[config.mk]
export PLATFORM = sky130hd
export DESIGN_NAME = adc_uart_tx
export DESIGN_NICKNAME = d
export VERILOG_FILES = /design/src/rtl/adc_uart_tx_pkg.sv /design/src/rtl/adc_uart_tx_byte.sv /design/src/rtl/adc_uart_tx.sv
export SDC_FILE = /design/constraint.sdc
export NUM_CORES = 1
export LEC_CHECK = 0
export BUFFER_PORTS_ARGS = -buffer_cell sky130_fd_sc_hd__buf_2
export CORE_MARGIN = 2
export CORE_UTILIZATION = 50
export CTS_CLUSTER_DIAMETER = 30
export DETAILED_ROUTE_END_ITERATION = 16
export MAX_ROUTING_LAYER = met4
export PLACE_DENSITY = 0.7
export SLEW_MARGIN = 20
export SYNTH_ARGS = -nofsm -noshare
export SYNTH_HDL_FRONTEND = slang
export SYNTH_SLANG_ARGS = --single-unit
[constraint.sdc]
create_clock -name clk_i -period 6.2 [get_ports clk_i]
set_clock_uncertainty 0.2 [all_clocks]
set_input_delay 0.31 -clock clk_i [delete_from_list [all_inputs] [get_ports clk_i]]
set_output_delay 0.31 -clock clk_i [all_outputs]
set_load 0.01 [all_outputs]
[src/rtl/adc_uart_tx_pkg.sv]
// Shared definitions for the ADC sample UART transmitter blocks.
package adc_uart_tx_pkg;

    typedef enum logic [1:0] {
        IDLE  = 2'd0,
        START = 2'd1,
        DATA  = 2'd2,
        STOP  = 2'd3
    } tx_state_t;

    localparam int          FRAME_LEN      = 5;
    localparam int          BITS_PER_BYTE  = 8;
    localparam int          IDX_W          = 3;
    localparam logic [7:0]  DEFAULT_HEADER = 8'hA5;

    // Byte idx of the frame: header, packed 24-bit sample pair, XOR check of bytes 1-3.
    function automatic logic [7:0] frame_byte(input logic [IDX_W-1:0] idx,
                                              input logic [7:0]       hdr,
                                              input logic [11:0]      ch0,
                                              input logic [11:0]      ch1);
        logic [7:0] b1, b2, b3;
        b1 = ch0[11:4];
        b2 = {ch0[3:0], ch1[11:8]};
        b3 = ch1[7:0];
        case (idx)
            3'd0:    frame_byte = hdr;
            3'd1:    frame_byte = b1;
            3'd2:    frame_byte = b2;
            3'd3:    frame_byte = b3;
            default: frame_byte = b1 ^ b2 ^ b3;
        endcase
    endfunction

endpackage

[src/rtl/adc_uart_tx_byte.sv]
// One 8N1 byte shifter. A start strobe in STOP's last cycle chains the next
// byte with no idle gap; o_done marks the final cycle of the stop bit.
module uart_tx_byte
    import adc_uart_tx_pkg::*;
(
    input  logic        clk_i,
    input  logic        rst_i,
    input  logic        i_start,
    input  logic [7:0]  i_byte,
    input  logic [15:0] i_baud,
    output logic        o_tx,
    output logic        o_done
);

    tx_state_t   r_state,    w_state_nx;
    logic [15:0] r_baud_cnt, w_baud_cnt_nx;
    logic [2:0]  r_bit_cnt,  w_bit_cnt_nx;
    logic [7:0]  r_shift,    w_shift_nx;
    logic        r_tx,       w_tx_nx;
    logic        w_bit_end;

    assign w_bit_end = (r_baud_cnt == i_baud);
    assign o_done    = (r_state == STOP) && w_bit_end;
    assign o_tx      = r_tx;

    // Next-state: one bit every i_baud+1 clocks; tx is registered so it lines up with the state.
    always_comb begin
        w_state_nx    = r_state;
        w_baud_cnt_nx = r_baud_cnt;
        w_bit_cnt_nx  = r_bit_cnt;
        w_shift_nx    = r_shift;
        w_tx_nx       = r_tx;
        if (r_state != IDLE)
            w_baud_cnt_nx = w_bit_end ? 16'd0 : r_baud_cnt + 16'd1;
        case (r_state)
            IDLE: begin
                if (i_start) begin
                    w_state_nx    = START;
                    w_tx_nx       = 1'b0;
                    w_shift_nx    = i_byte;
                    w_baud_cnt_nx = 16'd0;
                end
            end
            START: begin
                if (w_bit_end) begin
                    w_state_nx   = DATA;
                    w_tx_nx      = r_shift[0];
                    w_bit_cnt_nx = 3'd0;
                end
            end
            DATA: begin
                if (w_bit_end) begin
                    if (r_bit_cnt == 3'(BITS_PER_BYTE - 1)) begin
                        w_state_nx = STOP;
                        w_tx_nx    = 1'b1;
                    end else begin
                        w_bit_cnt_nx = r_bit_cnt + 3'd1;
                        w_shift_nx   = r_shift >> 1;
                        w_tx_nx      = r_shift[1];
                    end
                end
            end
            STOP: begin
                if (w_bit_end) begin
                    if (i_start) begin
                        w_state_nx = START;
                        w_tx_nx    = 1'b0;
                        w_shift_nx = i_byte;
                    end else begin
                        w_state_nx = IDLE;
                        w_tx_nx    = 1'b1;
                    end
                end
            end
            default: w_state_nx = IDLE;
        endcase
    end

    // State register; reset parks the line high in IDLE.
    always_ff @(posedge clk_i) begin
        if (rst_i) begin
            r_state    <= IDLE;
            r_baud_cnt <= 16'd0;
            r_bit_cnt  <= 3'd0;
            r_shift    <= 8'd0;
            r_tx       <= 1'b1;
        end else begin
            r_state    <= w_state_nx;
            r_baud_cnt <= w_baud_cnt_nx;
            r_bit_cnt  <= w_bit_cnt_nx;
            r_shift    <= w_shift_nx;
            r_tx       <= w_tx_nx;
        end
    end

endmodule

[src/rtl/adc_uart_tx.sv]
// Frames a two-channel ADC sample pair (header, 3 data bytes, XOR check) and
// sends it over UART. Samples arriving while a frame is in flight are dropped
// and flagged on the sticky ovf_o.
module adc_uart_tx
    import adc_uart_tx_pkg::*;
#(
    parameter logic [7:0] HEADER = DEFAULT_HEADER
) (
    input  logic        clk_i,
    input  logic        rst_i,
    input  logic        eos_i,
    input  logic [11:0] ch0_i,
    input  logic [11:0] ch1_i,
    input  logic [15:0] baud_i,
    output logic        tx_o,
    output logic        busy_o,
    output logic        eot_o,
    output logic        ovf_o
);

    localparam logic [IDX_W-1:0] LAST_IDX = IDX_W'(FRAME_LEN - 1);

    logic [11:0]      r_ch0, r_ch1;
    logic [15:0]      r_baud;
    logic [IDX_W-1:0] r_idx;
    logic             r_busy, r_eot, r_ovf;
    logic             w_accept, w_done, w_last, w_start;
    logic [7:0]       w_byte;

    assign w_accept = eos_i & ~r_busy;
    assign w_last   = (r_idx == LAST_IDX);
    assign w_start  = w_accept | (w_done & ~w_last);
    // Header goes out straight from the accept edge; later bytes come from latched samples.
    assign w_byte   = w_accept ? HEADER
                               : frame_byte(r_idx + 3'd1, HEADER, r_ch0, r_ch1);

    uart_tx_byte u_byte (
        .clk_i   (clk_i),
        .rst_i   (rst_i),
        .i_start (w_start),
        .i_byte  (w_byte),
        .i_baud  (r_baud),
        .o_tx    (tx_o),
        .o_done  (w_done)
    );

    // Sample latch, byte sequencing, end-of-frame pulse and sticky overflow.
    always_ff @(posedge clk_i) begin
        if (rst_i) begin
            r_ch0  <= 12'd0;
            r_ch1  <= 12'd0;
            r_baud <= 16'd0;
            r_idx  <= '0;
            r_busy <= 1'b0;
            r_eot  <= 1'b0;
            r_ovf  <= 1'b0;
        end else begin
            r_eot <= w_done & w_last;
            r_ovf <= r_ovf | (eos_i & r_busy);
            if (w_accept) begin
                r_ch0  <= ch0_i;
                r_ch1  <= ch1_i;
                r_baud <= baud_i;
                r_idx  <= '0;
                r_busy <= 1'b1;
            end else if (w_done) begin
                if (w_last) begin
                    r_idx  <= '0;
                    r_busy <= 1'b0;
                end else begin
                    r_idx  <= r_idx + 3'd1;
                end
            end
        end
    end

    assign busy_o = r_busy;
    assign eot_o  = r_eot;
    assign ovf_o  = r_ovf;

endmodule

==> flow_metrics.env, run 1 <==
export IMPL_hold_start="baud_i[6]"
export IMPL_min_to="r_baud[6]$_SDFFE_PP0P_"
export IMPL_p_switching_uw=439
export IMPL_synthCells=493
export IMPL_core_area_sq_mm=0.00765
export IMPL_finalCritPeriodShare_pct=47.4
export IMPL_viasPerCell=5.46
export IMPL_antenna_found_initial=0
export IMPL_hold_viol=0
export IMPL_slew_headroom_pct=38.8
export IMPL_clk_latency_ns=0.36
export IMPL_maxSlewViolCount=0
export IMPL_wire_per_inst_um=14.5
export IMPL_synth_seq_area_share_pct=39.0
export IMPL_die_area_sq_mm=0.00853
export IMPL_clockBufferDepth=2
export IMPL_hold_path_class="in -> reg"
export IMPL_cts_root_buffer="clkbuf_8"
export IMPL_p_int_uw=815
export IMPL_worstMarginPinSlew_ns=0.914
export IMPL_die_x_um=92.3
export IMPL_yosysTopAreaCellShare_pct=39.0
export IMPL_leakage_uw=0.00175
export IMPL_ys_flop_type="dfxtp_1"
export IMPL_initial_core_util_pct=51.0
export IMPL_whs_path_depth=3
export IMPL_synth_edf_count=0
export IMPL_comb_power_share_pct=26.6
export IMPL_grt_pass1_wl_um=16400
export IMPL_placed_cell_area_sq_mm=0.00419
export IMPL_dp_hpwl_um=6210
export IMPL_totalWireLength_um=9660
export IMPL_io_buffers=46
export IMPL_rsz0062_at_grt="no"
export IMPL_outcome="complete, no violations"
export IMPL_grt_start_max_net_pins=73
export IMPL_ys_seq_elements=76
export IMPL_final_nets=617
export IMPL_power_total_uw=1250
export IMPL_clkPwrFrac_pct=28.8
export IMPL_netlist_area_sq_mm=0.00390
export IMPL_layout_drive_gt1_share_pct=13.6
export IMPL_cp_max_fo=16
export IMPL_setup_viol=0
export IMPL_fin_crit_ns=2.94
export IMPL_power_density_mw_per_mm2=264
export IMPL_startpoint_type="register"
export IMPL_avgSynthCellArea_sq_um=7.92
export IMPL_p_seq_share_pct=44.6
export IMPL_grt_usage_pct=24.6
export IMPL_cp_required_ns=6.25
export IMPL_rows=32
export IMPL_post_cts_buffers=0
export IMPL_cts_resized_gates=0
export IMPL_drt_pass1_iter_count=4
export IMPL_via_count=3645
export IMPL_cts_sinks=76
export IMPL_fp_dieH_um=92.3
export IMPL_htreeDepth=3
export IMPL_cts_hold_buf=37
export IMPL_ys_warn_count=0
export IMPL_crit_arrival_ns=3.00
export IMPL_place_congestion=0.857
export IMPL_cts_tree="built"
export IMPL_drt_iter0_markers=218
export IMPL_fin_area_sq_mm=0.00476
export IMPL_area_growth_synth_to_final_pct=21.9
export IMPL_p_sw_share_pct=35.0
export IMPL_yosys_area_top_type="dfxtp_1"
export IMPL_tns_ns=0
export IMPL_layout_area_seq_sq_mm=0.00152
export IMPL_critical_path_class="reg -> reg"
export IMPL_clkTransAtPathRegs_ns=0.09
export IMPL_holdWs_ns=0.00906
export IMPL_multiInputGateArea_sq_mm=0.00224
export IMPL_endpoint_kind="register"
export IMPL_route_detailed_drc=0
export IMPL_synth_area_leaders="dfxtp_1 39%, nand2_1 11%, a21oi_1 8.6%"
export IMPL_syn_nets=549
export IMPL_nFillCells=660
export IMPL_worstReg2RegStart="u_byte.r_baud_cnt[10]$_SDFF_PP0_"
export IMPL_async_flop_share_pct=0
export IMPL_drtAntennaViolNets=0
export IMPL_grt_overflow=0
export IMPL_rrSetupSlack_ns=3.26
export IMPL_r2r_end="u_byte.r_shift[7]$_SDFFE_PP0P_"
export IMPL_diodes=0
export IMPL_yosysUniqueCellTypes=47
export IMPL_drv_cap=0
export IMPL_io_pins=47
export IMPL_max_freq_mhz=340
export IMPL_grt_pass1_vias=3476
export IMPL_vdd_drop_max_v=0.000155
export IMPL_cts_buffers=9
export IMPL_reg2regPathDepth=6
==> placed cells by master, fill, tap and decap left out, types with 8 or more instances in the layout <==
master	instances
a211oi_1	10
a21oi_1	67
a22oi_1	8
a31oi_1	12
buf_2	46
clkbuf_8	9
dfxtp_1	76
dlygate4sd3_1	37
ha_1	13
inv_1	9
mux2i_1	9
nand2_1	115
nand3_1	11
nand4_1	8
nor2_1	24
o21ai_0	13
xnor2_1	23
==> routing by layer <==
metal / share of wire, % / vias to the layer above / global-route usage, %
li1: - / 1854 / -
met1: 48 / 1676 / 32.8
met2: 45 / 92 / 37.1
met3: 4.0 / 23 / 3.25
met4: 3.2 / 0 / 11.4
met5: 0 / - / -
==> Yosys cell counts (3+ instances only) <==
| library cell | count |
|---|---|
| nand2_1 | 115 |
| dfxtp_1 | 76 |
| a21oi_1 | 67 |
| clkbuf_1 | 25 |
| nor2_1 | 24 |
| xnor2_1 | 23 |
| ha_1 | 13 |
| o21ai_0 | 13 |
| a31oi_1 | 12 |
| nand3_1 | 11 |
| a211oi_1 | 10 |
| inv_1 | 9 |
| mux2i_1 | 9 |
| a22oi_1 | 8 |
| nand4_1 | 8 |
| nand2b_1 | 7 |
| xor2_1 | 6 |
| or3_1 | 5 |
| nand3b_1 | 4 |
| nor3_1 | 4 |
| o221ai_1 | 4 |
| a21o_1 | 3 |
| and3_1 | 3 |
| buf_1 | 3 |
| buf_2 | 3 |
| o211ai_1 | 3 |
==> power by group through the flow <==
stage,sequential [uW],clock (uW),combinational (uW)
2_1_floorplan,561,0,233
3_3_place_gp,568,0,310
3_5_place_dp,570,0,313
4_1_cts,559,366,333
5_1_grt,564,389,380
6_report,559,361,334
==> registers in the layout, summed over array words and instances, names as in the netlist <==
signal,cells
r_baud,16
u_byte.r_baud_cnt,16
r_ch0,12
r_ch1,12
u_byte.r_shift,8
r_idx,3
u_byte.r_bit_cnt,3
u_byte.r_state,2
busy_o,1
eot_o,1
ovf_o,1
u_byte.o_tx,1
==> worst max-delay path, cell delays in order, from the launching register on <==
cell and delay [ns]:
dfxtp_1 0.43, xnor2_1 0.15, nand4_1 0.22, nor4_4 0.80, nand2b_2 0.14, a221oi_4 0.55, mux2_4 0.34
==> through the flow <==
step	util [%]	std cells	worst slack, ns
finish	62.2	668	3.26
global route	62.2	668	3.06
CTS	62.0	667	3.24
detailed placement	54.7	614	3.23
global placement	54.7	614	3.32
floorplan	-	493	3.83
==> how the worst max path moves through the flow <==
stage / start / endpoint / slack [ns] / cells after the start
detailed placement: u_byte.r_baud_cnt[10]$_SDFF_PP0_ / u_byte.r_shift[7]$_SDFFE_PP0P_ / 3.23 / 6
global placement: u_byte.r_baud_cnt[4]$_SDFF_PP0_ / u_byte.r_shift[7]$_SDFFE_PP0P_ / 3.32 / 6
floorplan: u_byte.r_baud_cnt[5]$_SDFF_PP0_ / u_byte.r_shift[7]$_SDFFE_PP0P_ / 3.83 / 7
global route: u_byte.r_baud_cnt[10]$_SDFF_PP0_ / u_byte.r_shift[7]$_SDFFE_PP0P_ / 3.06 / 6
CTS: u_byte.r_baud_cnt[10]$_SDFF_PP0_ / u_byte.r_shift[7]$_SDFFE_PP0P_ / 3.24 / 6
finish: u_byte.r_baud_cnt[10]$_SDFF_PP0_ / u_byte.r_shift[7]$_SDFFE_PP0P_ / 3.26 / 6
==> logic make-up (layout without fill, tap and decap cells) <==
logic type	count (synthesis)	count (layout)	share of synthesized area, %
DFF	76	76	39.0
adders and majority gates	13	13	4.17
and+or+nand+nor	191	191	22.2
buffers and inverters	40	113	3.94
muxes	10	10	2.69
AOI/OAI and AO/OA	133	133	21.1
xor gates and xnor gates	30	30	6.93
==> layout make-up <==
cell class | instances | area share (%)
multi-input combinational | 377 | 47.1
sequential | 76 | 32.0
timing repair buffer | 88 | 13.7
tap | 102 | 2.68
clock buffer | 9 | 2.60
clock inverter | 7 | 1.24
inverter | 9 | 0.710
Note: power is estimated with default switching activity, not from simulation.
==> run 2, diff against run 1 <==
PLACE_DENSITY = 0.73   (was 0.7)
clock period = 2.4 ns   (was 6.2 ns; I/O delays follow)
==> run 2 against run 1 <==
Effect of this change: critical path type unchanged; routed wire length rose by 11%; register-to-register slack got worse by 3.2 ns; sequential share of layout area is 2.4 points lower; maximum frequency is 26% higher; flip-flop and latch count unchanged; power rose to 2.8 times the previous value; clock power grew to 2.9 times the previous value; hold slack better by 0.26 ns; highest routed layer unchanged; largest power group unchanged.
==> flow_metrics.env, run 2 (synthesized netlist as in run 1, its figures left out) <==
export IMPL_drt_iter0_markers=212
export IMPL_htreeDepth=3
export IMPL_cp_max_fo=6
export IMPL_fin_area_sq_mm=0.00519
export IMPL_hold_path_class="reg -> reg"
export IMPL_cts_root_buffer="clkbuf_8"
export IMPL_endpoint_kind="register"
export IMPL_holdWs_ns=0.267
export IMPL_worstMarginPinSlew_ns=0.595
export IMPL_totalWireLength_um=10700
export IMPL_reg2regPathDepth=8
export IMPL_r2r_end="u_byte.r_shift[1]$_SDFFE_PP0P_"
export IMPL_cts_tree="built"
export IMPL_antenna_found_initial=0
export IMPL_drtAntennaViolNets=0
export IMPL_clkTransAtPathRegs_ns=0.09
export IMPL_layout_common_cells="113 x nand2_1, 69 x dfxtp_1, 67 x a21oi_1"
export IMPL_drt_pass1_iter_count=5
export IMPL_critPathBufInv=2
export IMPL_finalCritPeriodShare_pct=97.4
export IMPL_cts_buffers=9
export IMPL_grt_overflow=0
export IMPL_grt_usage_pct=26.2
export IMPL_die_area_sq_mm=0.00853
export IMPL_area_growth_synth_to_final_pct=32.9
export IMPL_slowest_stage="dfxtp_4"
export IMPL_placed_cell_area_sq_mm=0.00436
export IMPL_viasPerCell=5.56
export IMPL_vdd_drop_max_v=0.000408
export IMPL_clkPwrFrac_pct=30.0
export IMPL_top_regs="r_baud (16), u_byte.r_baud_cnt (16)"
export IMPL_rows=32
export IMPL_via_count=3947
export IMPL_slew_headroom_pct=60.0
export IMPL_mostFrequentLayoutCell="nand2_1"
export IMPL_cp_required_ns=2.49
export IMPL_final_nets=659
export IMPL_diodes=0
export IMPL_fp_dieH_um=92.3
export IMPL_max_stage_delay_ns=0.38
export IMPL_crit_family="simple AND/OR/NAND/NOR gates"
export IMPL_clockBufferDepth=2
export IMPL_startpoint_type="register"
export IMPL_place_congestion=0.947
export IMPL_cts_sinks=76
export IMPL_route_detailed_drc=0
export IMPL_maxSlewViolCount=0
export IMPL_worstReg2RegStart="u_byte.r_baud_cnt[10]$_SDFF_PP0_"
export IMPL_min_to="u_byte.r_shift[4]$_SDFFE_PP0P_"
export IMPL_p_sw_share_pct=33.9
export IMPL_path_cells="xnor2_2, nand4_1, nor4_4, buf_4, nand2b_2, a221oi_4, buf_6, mux2i_1"
export IMPL_io_pins=47
export IMPL_power_density_mw_per_mm2=671
export IMPL_max_freq_mhz=428
export IMPL_initial_core_util_pct=51.0
export IMPL_wire_per_inst_um=15.1
export IMPL_setup_viol=0
export IMPL_grt_pass1_wl_um=17300
export IMPL_rrSetupSlack_ns=0.06
export IMPL_grt_start_max_net_pins=44
export IMPL_whs_path_depth=2
export IMPL_tns_ns=0
export IMPL_core_area_sq_mm=0.00765
export IMPL_critical_path_class="reg -> reg"
export IMPL_leakage_uw=0.00199
export IMPL_clk_latency_ns=0.36
export IMPL_layout_drive_gt1_share_pct=19.6
export IMPL_comb_power_share_pct=28.7
export IMPL_outcome="complete, no violations"
export IMPL_hold_viol=0
export IMPL_grt_pass1_vias=3620
export IMPL_p_int_uw=2300
export IMPL_dp_hpwl_um=6550
export IMPL_hold_start="u_byte.r_shift[4]$_SDFFE_PP0P_"
export IMPL_p_switching_uw=1180
export IMPL_io_buffers=46
export IMPL_p_seq_share_pct=41.2
export IMPL_crit_arrival_ns=2.42
export IMPL_fin_crit_ns=2.34
export IMPL_drv_cap=0
export IMPL_die_x_um=92.3
-- run 2: stage by stage --
step	total power, uW	util (%)	worst slack [ns]	cells
after global routing	3650	67.8	-0.0390	710
final	3480	67.8	0.0627	710
after CTS	3450	66.8	0.0510	707
after detailed placement	2340	57.0	-0.0703	637
after floorplan	2050	-	0.0260	493
after global placement	2320	57.0	0.0394	637
-- run 2: cell type report --
cell class / instances / area (sq um)
repair buffers: 129 / 987
clock buffers: 9 / 124
well taps: 102 / 128
fillers: 576 / 2460
multi-input cells: 378 / 2290
inverters: 9 / 33.8
clock inverters: 7 / 83.8
flip-flops and latches: 76 / 1540
-- run 2: power groups by stage --
stage / clock network [uW] / registers (uW) / logic, uW
2_1_floorplan: 0 / 1450 / 603
3_3_place_gp: 0 / 1460 / 865
3_5_place_dp: 0 / 1460 / 882
4_1_cts: 1060 / 1430 / 963
5_1_grt: 1110 / 1450 / 1100
6_report: 1040 / 1430 / 1000
-- run 2: worst max-delay path by stage --
stage / from / to / cells after the start
floorplan: u_byte.r_baud_cnt[5]$_SDFF_PP0_ / u_byte.r_shift[7]$_SDFFE_PP0P_ / 7
global placement: u_byte.r_baud_cnt[10]$_SDFF_PP0_ / u_byte.r_shift[5]$_SDFFE_PP0P_ / 7
detailed placement: u_byte.r_baud_cnt[4]$_SDFF_PP0_ / u_byte.r_shift[1]$_SDFFE_PP0P_ / 7
CTS: u_byte.r_baud_cnt[6]$_SDFF_PP0_ / u_byte.r_shift[1]$_SDFFE_PP0P_ / 8
global route: r_baud[10]$_SDFFE_PP0P_ / u_byte.r_shift[1]$_SDFFE_PP0P_ / 8
finish: u_byte.r_baud_cnt[10]$_SDFF_PP0_ / u_byte.r_shift[1]$_SDFFE_PP0P_ / 8
-- run 2: timing repair --
action	4_1_cts	5_1_grt
setup buffers	2	2
hold buffers	52	0
setup endpoints to repair	7	11
resized for setup	4	15
pin swaps	1	3
gates cloned	0	1
endpoints found under the hold margin	43	0
-- run 2: metal layers --
layer / up-vias / wire length (um) / share of wire [%] / global-route usage (%)
li1: 1942 / - / - / -
met1: 1836 / 4750 / 44 / 34.6
met2: 137 / 4980 / 46 / 39.2
met3: 32 / 640 / 6.0 / 3.66
met4: 0 / 355 / 3.3 / 13.3
met5: - / 0 / 0 / -
-- run 2: worst min-delay path, stage by stage (launching register included) --
cell	delay (ns)
dfxtp_1	0.33
nand2_1	0.05
mux2i_1	0.05
==> run 3, diff against run 2 <==
CORE_UTILIZATION = 52   (was 50)
PLACE_DENSITY = 0.75   (was 0.73)
==> run 3 against run 2 <==
Effect of this change: via count is 1.0% higher; final area is 0.68% lower; global-route usage is 3.5 points higher; clock power is 4% higher; maximum frequency is 0.66% lower; critical path depth stayed put; flip-flop and latch count stayed put; register-to-register slack worse by 0.02 ns; final cell count is 1.3% lower; hold slack worse by 0.0066 ns; non-clock buffer count is 4 lower; critical path type unchanged.
==> flow_metrics.env, run 3 (synthesized netlist as in run 1, its figures left out) <==
export IMPL_grt_overflow=0
export IMPL_drtAntennaViolNets=0
export IMPL_cts_tree="built"
export IMPL_area_growth_synth_to_final_pct=32.0
export IMPL_grt_pass1_wl_um=18900
export IMPL_slew_headroom_pct=55.5
export IMPL_power_total_uw=3550
export IMPL_finalCritPeriodShare_pct=98.0
export IMPL_nFillCells=557
export IMPL_p_switching_uw=1160
export IMPL_via_count=3987
export IMPL_io_buffers=46
export IMPL_crit_arrival_ns=2.43
export IMPL_antenna_found_initial=0
export IMPL_io_pins=47
export IMPL_path_cells="xnor2_1, nand4_1, nor4_4, buf_4, nand2b_2, a221oi_4, buf_6, mux2i_1"
export IMPL_cts_buffers=9
export IMPL_final_nets=654
export IMPL_hold_viol=0
export IMPL_critical_path_class="reg -> reg"
export IMPL_cp_required_ns=2.48
export IMPL_hold_path_class="reg -> reg"
export IMPL_layout_common_cells="114 x nand2_1, 69 x dfxtp_1, 67 x a21oi_1"
export IMPL_grt_start_max_net_pins=44
export IMPL_max_stage_delay_ns=0.34
export IMPL_clkPwrFrac_pct=30.5
export IMPL_die_x_um=90.6
export IMPL_p_int_uw=2390
export IMPL_dp_slack_ns=-0.0125
export IMPL_holdWs_ns=0.261
export IMPL_core_area_sq_mm=0.00725
export IMPL_outcome="complete, no violations"
export IMPL_worstMarginPinSlew_ns=0.667
export IMPL_viasPerCell=5.69
export IMPL_dp_cells=635
export IMPL_endpoint_kind="register"
export IMPL_cts_sinks=76
export IMPL_route_detailed_drc=0
export IMPL_initial_core_util_pct=53.8
export IMPL_startpoint_type="register"
export IMPL_setup_slack_ns=0.0471
export IMPL_clkTransAtPathRegs_ns=0.09
export IMPL_comb_power_share_pct=29.1
export IMPL_leakage_uw=0.00197
export IMPL_fp_dieH_um=90.6
export IMPL_layout_drive_gt1_share_pct=19.3
export IMPL_power_density_mw_per_mm2=689
export IMPL_die_area_sq_mm=0.00821
export IMPL_max_freq_mhz=425
export IMPL_stdcell_count=701
export IMPL_wire_per_inst_um=16.4
export IMPL_rows=31
export IMPL_p_sw_share_pct=32.8
export IMPL_cts_root_buffer="clkbuf_8"
export IMPL_drt_pass1_iter_count=5
export IMPL_final_core_util_pct=71.0
export IMPL_clk_latency_ns=0.36
export IMPL_fin_crit_ns=2.35
export IMPL_htreeDepth=3
export IMPL_place_congestion=0.908
export IMPL_vdd_drop_max_v=0.000434
export IMPL_p_seq_share_pct=40.4
export IMPL_drv_cap=0
export IMPL_setup_viol=0
export IMPL_maxSlewViolCount=0
export IMPL_clockBufferDepth=2
export IMPL_dp_hpwl_um=6960
export IMPL_diodes=0
export IMPL_mostFrequentLayoutCell="nand2_1"
export IMPL_cp_max_fo=5
export IMPL_slowest_stage="dfxtp_1"
export IMPL_grt_pass1_vias=3962
export IMPL_totalWireLength_um=11500
export IMPL_drt_iter0_markers=298
export IMPL_rsz0062_at_grt="yes"
export IMPL_grt_usage_pct=29.7
export IMPL_top_regs="r_baud (16), u_byte.r_baud_cnt (16)"
[run 3: cell count changes in the layout (fill, tap and decap cells not counted), moves of 2 or more]
| cell | before | now |
|---|---|---|
| buf_4 | 30 | 27 |
| dlygate4sd3_1 | 52 | 49 |
| clkinv_2 | 0 | 2 |
| nand2_2 | 2 | 0 |
| xnor2_1 | 19 | 21 |
| xnor2_2 | 5 | 3 |
[run 3: area by class of cell]
cell class	instances	area [sq um]	share of cell area (%)
Clock inverter	6	87.6	1.70
Timing Repair Buffer	125	966	18.8
Sequential cell	76	1540	29.8
Multi-Input combinational cell	377	2280	44.3
Clock buffer	9	124	2.40
Tap cell	99	124	2.40
Inverter	9	33.8	0.656
[run 3: path summary, 6_finish.rpt]
path,startpoint,endpoint,slack [ns],cells past startpoint
max,r_baud[4]$_SDFFE_PP0P_,u_byte.r_shift[0]$_SDFFE_PP0P_,0.05,8
min,u_byte.r_shift[4]$_SDFFE_PP0P_,u_byte.r_shift[4]$_SDFFE_PP0P_,0.26,2
min reg2reg,u_byte.r_shift[4]$_SDFFE_PP0P_,u_byte.r_shift[4]$_SDFFE_PP0P_,0.26,2
max reg2reg,r_baud[4]$_SDFFE_PP0P_,u_byte.r_shift[0]$_SDFFE_PP0P_,0.05,8
[run 3: what timing repair did]
| item | 4_1_cts | 5_1_grt |
|---|---|---|
| endpoints found under the setup margin | 2 | 24 |
| endpoints found under the hold margin | 45 | 0 |
| setup buffers | 0 | 2 |
| gates cloned | 0 | 0 |
| gates resized for setup | 2 | 19 |
| hold buffers | 49 | 0 |
| pin swaps | 0 | 6 |
[run 3: metal layers]
metal | GRT usage (%) | wire [um] | up-vias
met2 | 49.3 | 5750 | 146
met5 | - | 0 | -
met1 | 33.8 | 4830 | 1878
li1 | - | - | 1925
met3 | 5.51 | 566 | 38
met4 | 16.3 | 346 | 0
[run 3: through the flow]
step,cell area (sq um),setup TNS [ns]
floorplan,3900,0
global placement,4370,0
detailed placement,4370,-0.0200
CTS,5080,0
global route,5150,-0.0645
finish,5150,0
[run 3: critical path: cells and delay by family (launching register included)]
kind            cells  cell delay (ns)
simple gates        3             0.63
buf+inv             2             0.37
flops               1             0.34
compound gates      1             0.33
xor+xnor            1             0.20
mux                 1             0.20
[run 3: power groups by stage]
stage | sequential, uW | clock (uW) | combinational [uW]
6_report | 1430 | 1080 | 1030
5_1_grt | 1450 | 1150 | 1120
4_1_cts | 1430 | 1080 | 962
3_5_place_dp | 1460 | 0 | 895
3_3_place_gp | 1460 | 0 | 870
2_1_floorplan | 1450 | 0 | 603
